==> config.mk <==
export PLATFORM = sky130hd
export DESIGN_NAME = operand_sequencer
export DESIGN_NICKNAME = d
export VERILOG_FILES = /design/src/rtl/operand_sequencer.sv
export SDC_FILE = /design/constraint.sdc
export NUM_CORES = 1
export LEC_CHECK = 0
export BUFFER_PORTS_ARGS = -buffer_cell sky130_fd_sc_hd__buf_2
export CAP_MARGIN = 15
export CORE_AREA = 2 2 39 41
export DETAILED_ROUTE_END_ITERATION = 8
export DIE_AREA = 0 0 41 43
export GPL_TIMING_DRIVEN = 0
export PLACE_DENSITY = 0.75
export SYNTH_ARGS = -nofsm -noshare
export SYNTH_HDL_FRONTEND = slang
export SYNTH_SLANG_ARGS = --single-unit
==> constraint.sdc <==
create_clock -name clk -period 2.33 [get_ports clk]
set_clock_uncertainty 0.2 [all_clocks]
set_input_delay 0 -clock clk [delete_from_list [all_inputs] [get_ports clk]]
set_output_delay 0 -clock clk [all_outputs]
set_load 0.005 [all_outputs]
==> src/rtl/operand_sequencer.sv <==
// operand_sequencer
//   Captures operand A, operand B and op select S one field at a time from a
//   shared switch bus, one load-button press per field. It holds all three
//   stable for the downstream logic unit and flags when they are complete.
//
//   Optional build macro: DEBOUNCE_EN
//     Defined   - load passes through a 2-flop synchronizer and a counter
//                 filter before press detection (DEBOUNCE_CYCLES stable samples).
//     Undefined - raw load feeds press detection; DEBOUNCE_CYCLES is unused.
//
//   state | meaning
//   ------+---------------------------------------------
//   00    | WAIT_A  - waiting for press to capture A
//   01    | WAIT_B  - waiting for press to capture B
//   10    | WAIT_OP - waiting for press to capture S
//   11    | READY   - A, B, S loaded; valid high
module operand_sequencer #(
    parameter int NUM_BITS        = 2,
    parameter int DEBOUNCE_CYCLES = 16
) (
    input  logic                clk,
    input  logic                rst,
    input  logic [NUM_BITS-1:0] din,
    input  logic                load,
    input  logic                clear,
    output logic [NUM_BITS-1:0] A,
    output logic [NUM_BITS-1:0] B,
    output logic [2:0]          S,
    output logic                valid,
    output logic                op_err,
    output logic [1:0]          state
);

    typedef enum logic [1:0] {
        ST_WAIT_A  = 2'b00,
        ST_WAIT_B  = 2'b01,
        ST_WAIT_OP = 2'b10,
        ST_READY   = 2'b11
    } state_t;

    state_t     state_q;
    logic       load_lvl;
    logic       load_q;
    logic       press;
    logic [2:0] s_in;

    // Reject configurations that cannot work before anything is built.
    if (NUM_BITS < 1) begin : g_bad_width
        $error("operand_sequencer: NUM_BITS must be at least 1");
    end
    if (DEBOUNCE_CYCLES < 1) begin : g_bad_debounce
        $error("operand_sequencer: DEBOUNCE_CYCLES must be at least 1");
    end

    // The op select is always 3 bits: narrow buses zero-extend, wide ones drop the top.
    if (NUM_BITS >= 3) begin : g_s_wide
        assign s_in = din[2:0];
    end else begin : g_s_narrow
        assign s_in = {{(3-NUM_BITS){1'b0}}, din};
    end

`ifdef DEBOUNCE_EN
    localparam int            CW     = $clog2(DEBOUNCE_CYCLES) + 1;
    localparam logic [CW-1:0] RELOAD = CW'(DEBOUNCE_CYCLES - 1);

    logic [1:0]    sync_q;
    logic [CW-1:0] db_cnt;
    logic          load_filt;

    // Synchronize the button, then accept a new level only after it has been
    // seen DEBOUNCE_CYCLES times in a row; any return to the old level reloads.
    // Everything resets high so a button held through reset is not a press.
    always_ff @(posedge clk or posedge rst) begin
        if (rst) begin
            sync_q    <= 2'b11;
            db_cnt    <= RELOAD;
            load_filt <= 1'b1;
        end else begin
            sync_q <= {sync_q[0], load};
            if (sync_q[1] == load_filt) begin
                db_cnt <= RELOAD;
            end else if (db_cnt == '0) begin
                load_filt <= sync_q[1];
                db_cnt    <= RELOAD;
            end else begin
                db_cnt <= db_cnt - 1'b1;
            end
        end
    end

    assign load_lvl = load_filt;
`else
    assign load_lvl = load;
`endif

    assign press = load_lvl & ~load_q;
    assign state = state_q;

    // Field-capture sequencer; clear wins over a same-cycle press, and load_q
    // keeps tracking so that press is consumed rather than deferred.
    always_ff @(posedge clk or posedge rst) begin
        if (rst) begin
            state_q <= ST_WAIT_A;
            A       <= '0;
            B       <= '0;
            S       <= '0;
            valid   <= 1'b0;
            op_err  <= 1'b0;
            load_q  <= 1'b1;
        end else begin
            load_q <= load_lvl;
            if (clear) begin
                state_q <= ST_WAIT_A;
                A       <= '0;
                B       <= '0;
                S       <= '0;
                valid   <= 1'b0;
                op_err  <= 1'b0;
            end else if (press) begin
                case (state_q)
                    ST_WAIT_A: begin
                        A       <= din;
                        state_q <= ST_WAIT_B;
                    end
                    ST_WAIT_B: begin
                        B       <= din;
                        state_q <= ST_WAIT_OP;
                    end
                    ST_WAIT_OP: begin
                        S       <= s_in;
                        valid   <= 1'b1;
                        op_err  <= (s_in > 3'd4);
                        state_q <= ST_READY;
                    end
                    default: begin
                        valid   <= 1'b0;
                        op_err  <= 1'b0;
                        state_q <= ST_WAIT_A;
                    end
                endcase
            end
        end
    end

endmodule
==> results.toml, run 1 <==
[run_status]
outcome = "completed"

[worst_setup_path]
rr_endpoint = "A[0]"
endpoint_kind = "flip-flop"
reg2reg_from = "state[0]"
critical_path.max_fanout = 5
cp.arrival_ns = 1.95
rr_worst_depth = 6
cp.required_ns = 2.28
ff2ff_setup_slack_ns = 0.33
worst-path-buf-inv = 2
cp_slowest_stage_delay_ns = 0.56
startpoint_type = "flip-flop"
cpMaxStageDelayCell = "dlygate4sd3_1"
cpLargestDelayFamily = "buffers and inverters"
path_cells = "inv_1, ha_1, nand3b_1, mux2i_1, nor2_1, dlygate4sd3_1"
crit_type = "reg2reg"

[layout]
layout_commonest_cell = "buf_2"
final_nets = 81
diodes = 0
area_growth_pct = 34.9
postLayoutCellArea_um2 = 677
stdcell_count = 86
drive_gt1_share_pct = 27.1
nFillCells = 129
mostFrequentLayoutCells = "buf_2 (13), dfrtp_1 (9), nor2_1 (9), mux2i_1 (8), dlygate4sd3_1 (6)"
final_core_util_pct = 48.9

[drt]
viasPerCell = 4.37
first_pass_iters = 4
vias = 376
first_iter_violations = 6
drc = 0
ant_nets = 0
wirelength_um = 931
drt-wirelength-per-cell_um = 10.8

[sta]
whs_ns = 0.0459
setup_viol = 0
timing.final.crit_period_ns = 2.00
rsz0062_at_grt = "false"
slew_viol_final = 0
worst_slack_ns = 0.328
period_share_pct = 85.9
fmax_mhz = 500
hold_violations = 0
fin_setup_tns_ns = 0

[clock_network]
post_cts_buffers = 0
clkSinkCount = 10
cts_inserted_buffers = 3
cts_tree = "done"
cts-root-buf = "clkbuf_4"
cts_resized = 0
clock_latency_ns = 0.26
htreeDepth = 1
clk_pin_slew_ns = 0.07
cts.path.max_buffers = 2

[global_routing]
grt-ovfl-total = 0
grt_util_all_layers_pct = 11.7
grt_pass1_wl_um = 1350
antenna_found_initial = 0
grt_pass1_vias = 325
grt_max_degree = 11

[power_and_ir_drop]
power_density_nw_per_um2 = 523
peakVddDrop_v = 0.000310
p_leak_nw = 0.393
p_total_mw = 0.354

[synth]
synth_xor_area_share_pct = 0
synth-seq-cells = 10
synth_top_family_by_area = "simple AND/OR/NAND/NOR gates"
avgSynthCellArea_um2 = 10.9
synthCells = 46
synth_cell_types = 15
synthMuxAreaShare_pct = 16.0
synth_largest_area_cell = "dfrtp_1"
synthesis.area_um2 = 502
ys_seq_area_share_pct = 50.1
synthAdderAreaFrac_pct = 9.98
synth.area.top_cells = "dfrtp_1 (45%), mux2i_1 (16%), ha_1 (10%)"
synth_top_area_share_pct = 44.9
synth_compound_area_share_pct = 0.998
synth_warnings = 0
synth-simple-area-share_pct = 16.2

[floorplanning]
initial_utilization_pct = 36.3
die_w_um = 41
placementRows = 14
io_pins = 17
die_y_um = 43
core_area_um2 = 1380
fp.dieArea_um2 = 1760

[place]
numPlacedInstances = 76
dpl_worst_slack_ns = 0.674
io_buffers = 13
dp_hpwl_um = 660
placed_area_um2 = 591
place_congestion = 0.655

[hold_path]
hold_path.class = "in2async"

[run]
max-cap-violations = 0
-- worst min-delay path: stages --
cell and delay (ns):
dlygate4sd3_1 0.53, buf_2 0.12, inv_1 0.28
-- worst max-delay path by stage --
stage                     startpoint  endpoint  cells after the start
after floorplan             state[0]     valid                      5
after global placement      state[0]     valid                      5
after detailed placement    state[0]     valid                      5
after CTS                   state[0]      A[0]                      6
after global routing        state[0]      A[0]                      6
final                       state[0]      A[0]                      6
-- sequential cells by signal, summed over array words and instances, names as in the netlist --
name and count:
valid 1, B 2, state 2, A 2
S 2, load_q 1
-- routing by layer --
| metal | track usage [%] | wire (um) | up-vias |
|---|---|---|---|
| met5 | 0 | 0 | - |
| met1 | 14.4 | 437 | 169 |
| li1 | - | - | 195 |
| met2 | 17.8 | 443 | 12 |
| met3 | 3.14 | 50 | 0 |
| met4 | 6.00 | 0 | 0 |
-- area by class of cell --
class	instances	area (um2)	share of cell area, %
clock buffer	4	26.3	3.88
timing repair buffer	19	125	18.5
tap	16	20.0	2.96
inverter	3	11.3	1.66
buffer	3	18.8	2.77
sequential	10	251	37.2
multi-input combinational	31	224	33.1
-- logic make-up (layout without fill, tap and decap cells) --
kind of cell,count (synthesis),in the layout
mux,8,8
simple gates,16,16
other cells,1,2
flops,10,10
buf+inv,6,29
fa+ha+maj,4,4
compound gates,1,1
-- power by group --
| group | switching, mW | total, mW | internal (mW) |
|---|---|---|---|
| combinational | 0.0225 | 0.0471 | 0.0246 |
| sequential | 0.00430 | 0.184 | 0.179 |
| clock | 0.0571 | 0.123 | 0.0659 |
| total | 0.0840 | 0.354 | 0.270 |
-- synthesized netlist by cell type, drive strengths merged --
library cell and number:
a21oi 1, buf 3, conb 1, dfrtp 9, dfstp 1, ha 4
inv 3, mux2i 8, nand2 1, nand2b 1, nand3b 3, nor2 9
nor4b 1, or3 1
-- repair_timing --
item,CTS,global route
setup endpoints to repair,0,0
hold endpoints to repair,20,0
hold buffers,6,0
Power figures use the tool's default switching activity.
==> run 2, diff against run 1 <==
--- a/config.mk
+++ b/config.mk
@@ -12,6 +12,8 @@
 export DIE_AREA = 0 0 41 43
 export GPL_TIMING_DRIVEN = 0
 export PLACE_DENSITY = 0.75
+export REMOVE_ABC_BUFFERS = 1
+export SLEW_MARGIN = 20
 export SYNTH_ARGS = -nofsm -noshare
 export SYNTH_HDL_FRONTEND = slang
 export SYNTH_SLANG_ARGS = --single-unit
==> results.toml, run 2 (synthesized netlist as in run 1, its figures left out) <==
[floorplanning]
die_y_um = 43
die_w_um = 41
initial_utilization_pct = 36.3
core_area_um2 = 1380
placementRows = 14
fp.dieArea_um2 = 1760
io_pins = 17

[clock_network]
cts_inserted_buffers = 3
cts_tree = "done"
cts.path.max_buffers = 2
cts-root-buf = "clkbuf_4"
clk_pin_slew_ns = 0.07
post_cts_buffers = 0
clock_latency_ns = 0.26
clkSinkCount = 10
htreeDepth = 1

[power_and_ir_drop]
power.internal_mw = 0.267
p_leak_nw = 0.386
peakVddDrop_v = 0.000257
power_frac_clock_pct = 34.8
p_sw_share_pct = 23.8
netSwitchingPower_mw = 0.0837
combPwrFrac_pct = 12.9
power_density_nw_per_um2 = 530
pwr-share-seq_pct = 52.3
p_total_mw = 0.351

[worst_setup_path]
critical_path.max_fanout = 5
crit_type = "reg2reg"
cpMaxStageDelayCell = "dlygate4sd3_1"
cp_slowest_stage_delay_ns = 0.55
startpoint_type = "flip-flop"
cp.required_ns = 2.28
cp.arrival_ns = 1.92
path_cells = "inv_1, ha_1, nand3b_1, mux2i_1, nor2_1, dlygate4sd3_1"
endpoint_kind = "flip-flop"

[layout]
postLayoutCellArea_um2 = 663
drive_gt1_share_pct = 26.5
area_growth_pct = 32.2
regArea_um2 = 251
diodes = 0
final_nets = 79
stdcell_count = 84
multiInputGateArea_um2 = 224
mostFrequentLayoutCells = "buf_2 (14), dfrtp_1 (9), nor2_1 (9), mux2i_1 (8), dlygate4sd3_1 (6)"
nFillCells = 136
layout_commonest_cell = "buf_2"

[drt]
first_iter_violations = 10
drc = 0
drt-wirelength-per-cell_um = 11.7
viasPerCell = 4.62
first_pass_iters = 4
wirelength_um = 984
vias = 388
ant_nets = 0

[global_routing]
grt_max_degree = 11
antenna_found_initial = 0
grt_pass1_wl_um = 1480
grt_pass1_vias = 361
grt-ovfl-total = 0
grt_util_all_layers_pct = 12.6

[sta]
period_share_pct = 84.6
timing.final.crit_period_ns = 1.97
hold_violations = 0
whs_ns = 0.0590
fin_setup_tns_ns = 0
fmax_mhz = 507
slew_viol_final = 0
rsz0062_at_grt = "false"
setup_viol = 0

[run_status]
outcome = "completed"

[place]
place_congestion = 0.621
dp_hpwl_um = 723
placed_area_um2 = 577
numPlacedInstances = 74
io_buffers = 14

[hold_path]
hold_path.class = "in2async"

[run]
max-cap-violations = 0
## run 2: cell types whose count changed in the layout (fill, tap and decap cells not counted), sizes merged
cell	delta
buf	-2
## run 2: what timing repair did
| item | in CTS | in global routing |
|---|---|---|
| resized for setup | 0 | 0 |
| hold endpoints to repair | 20 | 0 |
| hold buffers | 6 | 0 |
## run 2: metrics by stage
stage	setup WS [ns]	util, %
after CTS	0.352	47.9
after global placement	0.711	41.7
after detailed placement	0.660	41.7
after floorplan	0.777	-
after global routing	0.254	47.9
final	0.359	47.9
## run 2: critical path, delay by kind of cell, from the launching register on
kind                       cells  cell delay (ns)
DFF                            1             0.41
and+or+nand+nor                2             0.21
buffers and inverters          2             0.63
muxes                          1             0.21
adders and majority gates      1             0.20
## run 2: per-layer routing
layer	share of wire, %	GRT usage (%)	up-vias
met3	4.1	1.57	2
li1	-	-	191
met2	50	19.7	14
met1	45	15.4	181
met4	1.4	8.00	0
met5	0	0	-
## run 2: final cells by class
| type | instances | area share [%] |
|---|---|---|
| timing repair buffer | 20 | 19.6 |
| clock buffer | 4 | 3.96 |
| tap | 16 | 3.02 |
| inverter | 3 | 1.70 |
| multi-input combinational | 31 | 33.8 |
| sequential | 10 | 37.9 |
## run 2: final timing paths
check                          from      to  slack (ns)  cells after the start
setup / recovery           state[1]    B[0]        0.36                      6
hold / removal                  rst    B[0]        0.06                      3
setup reg to reg           state[1]    B[0]        0.36                      6
hold reg to reg               valid   valid        0.32                      2
max in group asynchronous       rst  load_q        1.54                      3
min in group clk               load  load_q        0.24                      2
## run 2: power by group through the flow
stage          clock (mW)  combinational [mW]  sequential (mW)
2_1_floorplan           0              0.0207            0.187
3_3_place_gp            0              0.0370            0.187
3_5_place_dp            0              0.0386            0.187
4_1_cts             0.125              0.0456            0.184
5_1_grt             0.135              0.0506            0.184
6_report            0.122              0.0453            0.184
==> run 3, diff against run 2 <==
--- a/config.mk
+++ b/config.mk
@@ -5,13 +5,14 @@
 export SDC_FILE = /design/constraint.sdc
 export NUM_CORES = 1
 export LEC_CHECK = 0
+export ABC_AREA = 1
 export BUFFER_PORTS_ARGS = -buffer_cell sky130_fd_sc_hd__buf_2
 export CAP_MARGIN = 15
-export CORE_AREA = 2 2 39 41
+export CORE_MARGIN = 2
+export CORE_UTILIZATION = 43
 export DETAILED_ROUTE_END_ITERATION = 8
-export DIE_AREA = 0 0 41 43
 export GPL_TIMING_DRIVEN = 0
-export PLACE_DENSITY = 0.75
+export PLACE_DENSITY = 0.83
 export REMOVE_ABC_BUFFERS = 1
 export SLEW_MARGIN = 20
 export SYNTH_ARGS = -nofsm -noshare
==> constraint.sdc (replaced) <==
create_clock -name clk -period 1.7 [get_ports clk]
set_clock_uncertainty 0.2 [all_clocks]
set_input_delay 0 -clock clk [delete_from_list [all_inputs] [get_ports clk]]
set_output_delay 0 -clock clk [all_outputs]
set_load 0.005 [all_outputs]
==> results.toml, run 3 <==
[floorplanning]
die_w_um = 40.2
fp.dieArea_um2 = 1610
core_area_um2 = 1270
io_pins = 17
initial_utilization_pct = 44.4
placementRows = 13
die_y_um = 40.2

[synth]
ys_seq_area_share_pct = 44.7
synth-seq-cells = 10
synth_top_area_share_pct = 40.0
synthesis.area_um2 = 563
async_reset_ff_share_pct = 100
synth.area.top_cells = "dfrtp_1 (40%), nand3_1 (12%), ha_1 (8.9%)"
synth_largest_area_cell = "dfrtp_1"
synth_warnings = 0
synth_cell_types = 17
synth_common_cells = "nand2_1 (13), nand3_1 (13), dfrtp_1 (9), inv_1 (7), nor2_1 (6)"
synthCells = 66
ys.flop_type = "dfrtp_1"
avgSynthCellArea_um2 = 8.53
synth_edf_count = 0

[power_and_ir_drop]
power_frac_clock_pct = 39.1
peakVddDrop_v = 0.000450
pwr-share-seq_pct = 46.9
netSwitchingPower_mw = 0.133
power_density_nw_per_um2 = 767
p_sw_share_pct = 24.6
combPwrFrac_pct = 14.1
p_leak_nw = 0.413
p_total_mw = 0.540
power.internal_mw = 0.408

[worst_setup_path]
cpLargestDelayFamily = "buffers and inverters"
path_cells = "dlygate4sd3_1, buf_2, nor2_1, dlygate4sd3_1, nand3_1, nand2_1"
rr_endpoint = "valid"
cp.arrival_ns = 1.52
cpMaxStageDelayCell = "dlygate4sd3_1"
reg2reg_from = "state[0]"
endpoint_kind = "flip-flop"
cp_slowest_stage_delay_ns = 0.60
rr_worst_depth = 6
worst-path-buf-inv = 3
ff2ff_setup_slack_ns = 0.22
startpoint = "clear"
critical_path.max_fanout = 3
cpMostUsedCell = "dlygate4sd3_1"
crit_type = "in2reg"
startpoint_type = "input port"
cp.required_ns = 1.70

[run_status]
outcome = "completed"

[drt]
routed.top_layer = "met4"
first_pass_iters = 4
drt-wirelength-per-cell_um = 10.1
drc = 0
wl_met1_um = 491
first_iter_violations = 9
wirelength_um = 1020
wl_met3_um = 60
vias = 478
wl_met2_um = 452
ant_nets = 0
viasPerCell = 4.73

[global_routing]
grt_pass1_wl_um = 1590
grt_util_all_layers_pct = 15.6
grt_pass1_vias = 384
grt-ovfl-total = 0
antenna_found_initial = 0
grt_max_degree = 13

[sta]
worst_slack_ns = 0.177
fmax_mhz = 657
timing.final.crit_period_ns = 1.52
period_share_pct = 89.6
setup_viol = 0
rsz0062_at_grt = "false"
hold_violations = 0
fin_setup_tns_ns = 0
slew_viol_final = 0

[clock_network]
htreeDepth = 1
cts-root-buf = "clkbuf_4"
hold_buffers = 5
cts.path.max_buffers = 2
cts_inserted_buffers = 3
clock_latency_ns = 0.26
cts_tree = "done"
cts_resized = 0
clkSinkCount = 10
post_cts_buffers = 0
clk_pin_slew_ns = 0.07

[layout]
final_nets = 97
mostFrequentLayoutCells = "buf_2 (14), nand3_1 (13), nand2_1 (13), dfrtp_1 (9), inv_1 (7)"
area_growth_pct = 25.1
drive_gt1_share_pct = 27.9
final_core_util_pct = 55.5
nFillCells = 118
postLayoutCellArea_um2 = 704
diodes = 0
layout_commonest_cell = "buf_2"

[hold_path]
hold_path.class = "in2async"

[place]
dpl_worst_slack_ns = 0.224
io_buffers = 14
placed_area_um2 = 618
dp_hpwl_um = 740
place_congestion = 0.748

[run]
max-cap-violations = 0
run 3: worst max-delay path by stage:
stage	end	slack (ns)	cells past startpoint
final	A[0]	0.18	6
after floorplan	valid	0.33	6
after global routing	S[0]	0.10	6
after CTS	B[0]	0.18	6
after global placement	valid	0.28	6
after detailed placement	valid	0.22	6
run 3: per-stage QoR:
step	std cells	hold slack, ns
floorplan	63	-0.361
global placement	92	-0.208
detailed placement	92	-0.197
CTS	101	0.0602
global route	101	0.108
finish	101	0.0478
run 3: cells by family (layout without fill, tap and decap cells):
family	count (synthesis)	after routing	share of synthesized area [%]
adders and majority gates	4	4	8.89
AOI/OAI and AO/OA	3	3	3.33
buffers and inverters	12	31	12.0
and+or+nand+nor	36	36	30.4
other	1	2	0.666
DFF	10	10	44.7
run 3: final cells by class:
class / instances / area (um2) / area share [%]
Sequential cell: 10 / 251 / 35.7
Timing Repair Buffer: 19 / 120 / 17.1
Tap cell: 15 / 18.8 / 2.66
Inverter: 8 / 30.0 / 4.26
Clock buffer: 4 / 36.3 / 5.15
Multi-Input combinational cell: 45 / 248 / 35.2
run 3: worst register-to-register path: cells and delay by family, from the launching register on:
kind                     cells  cell delay, ns
flip-flops                   1            0.44
buffers and inverters        1            0.10
adder cells (fa/ha/maj)      1            0.30
AND/OR/NAND/NOR              3            0.17
AO/OA/AOI/OAI                1            0.18
run 3: metal layers:
layer  GRT usage [%]  up-vias
li1                -      247
met4            12.5        0
met2            24.2       16
met1            18.5      211
met3            3.33        4
met5               0        -
run 3: power by group through the flow:
stage / clock network (mW) / registers, mW / logic (mW)
CTS: 0.218 / 0.253 / 0.0762
detailed placement: 0 / 0.258 / 0.0670
finish: 0.211 / 0.253 / 0.0760
floorplan: 0 / 0.258 / 0.0440
global route: 0.228 / 0.254 / 0.0872
global placement: 0 / 0.257 / 0.0644
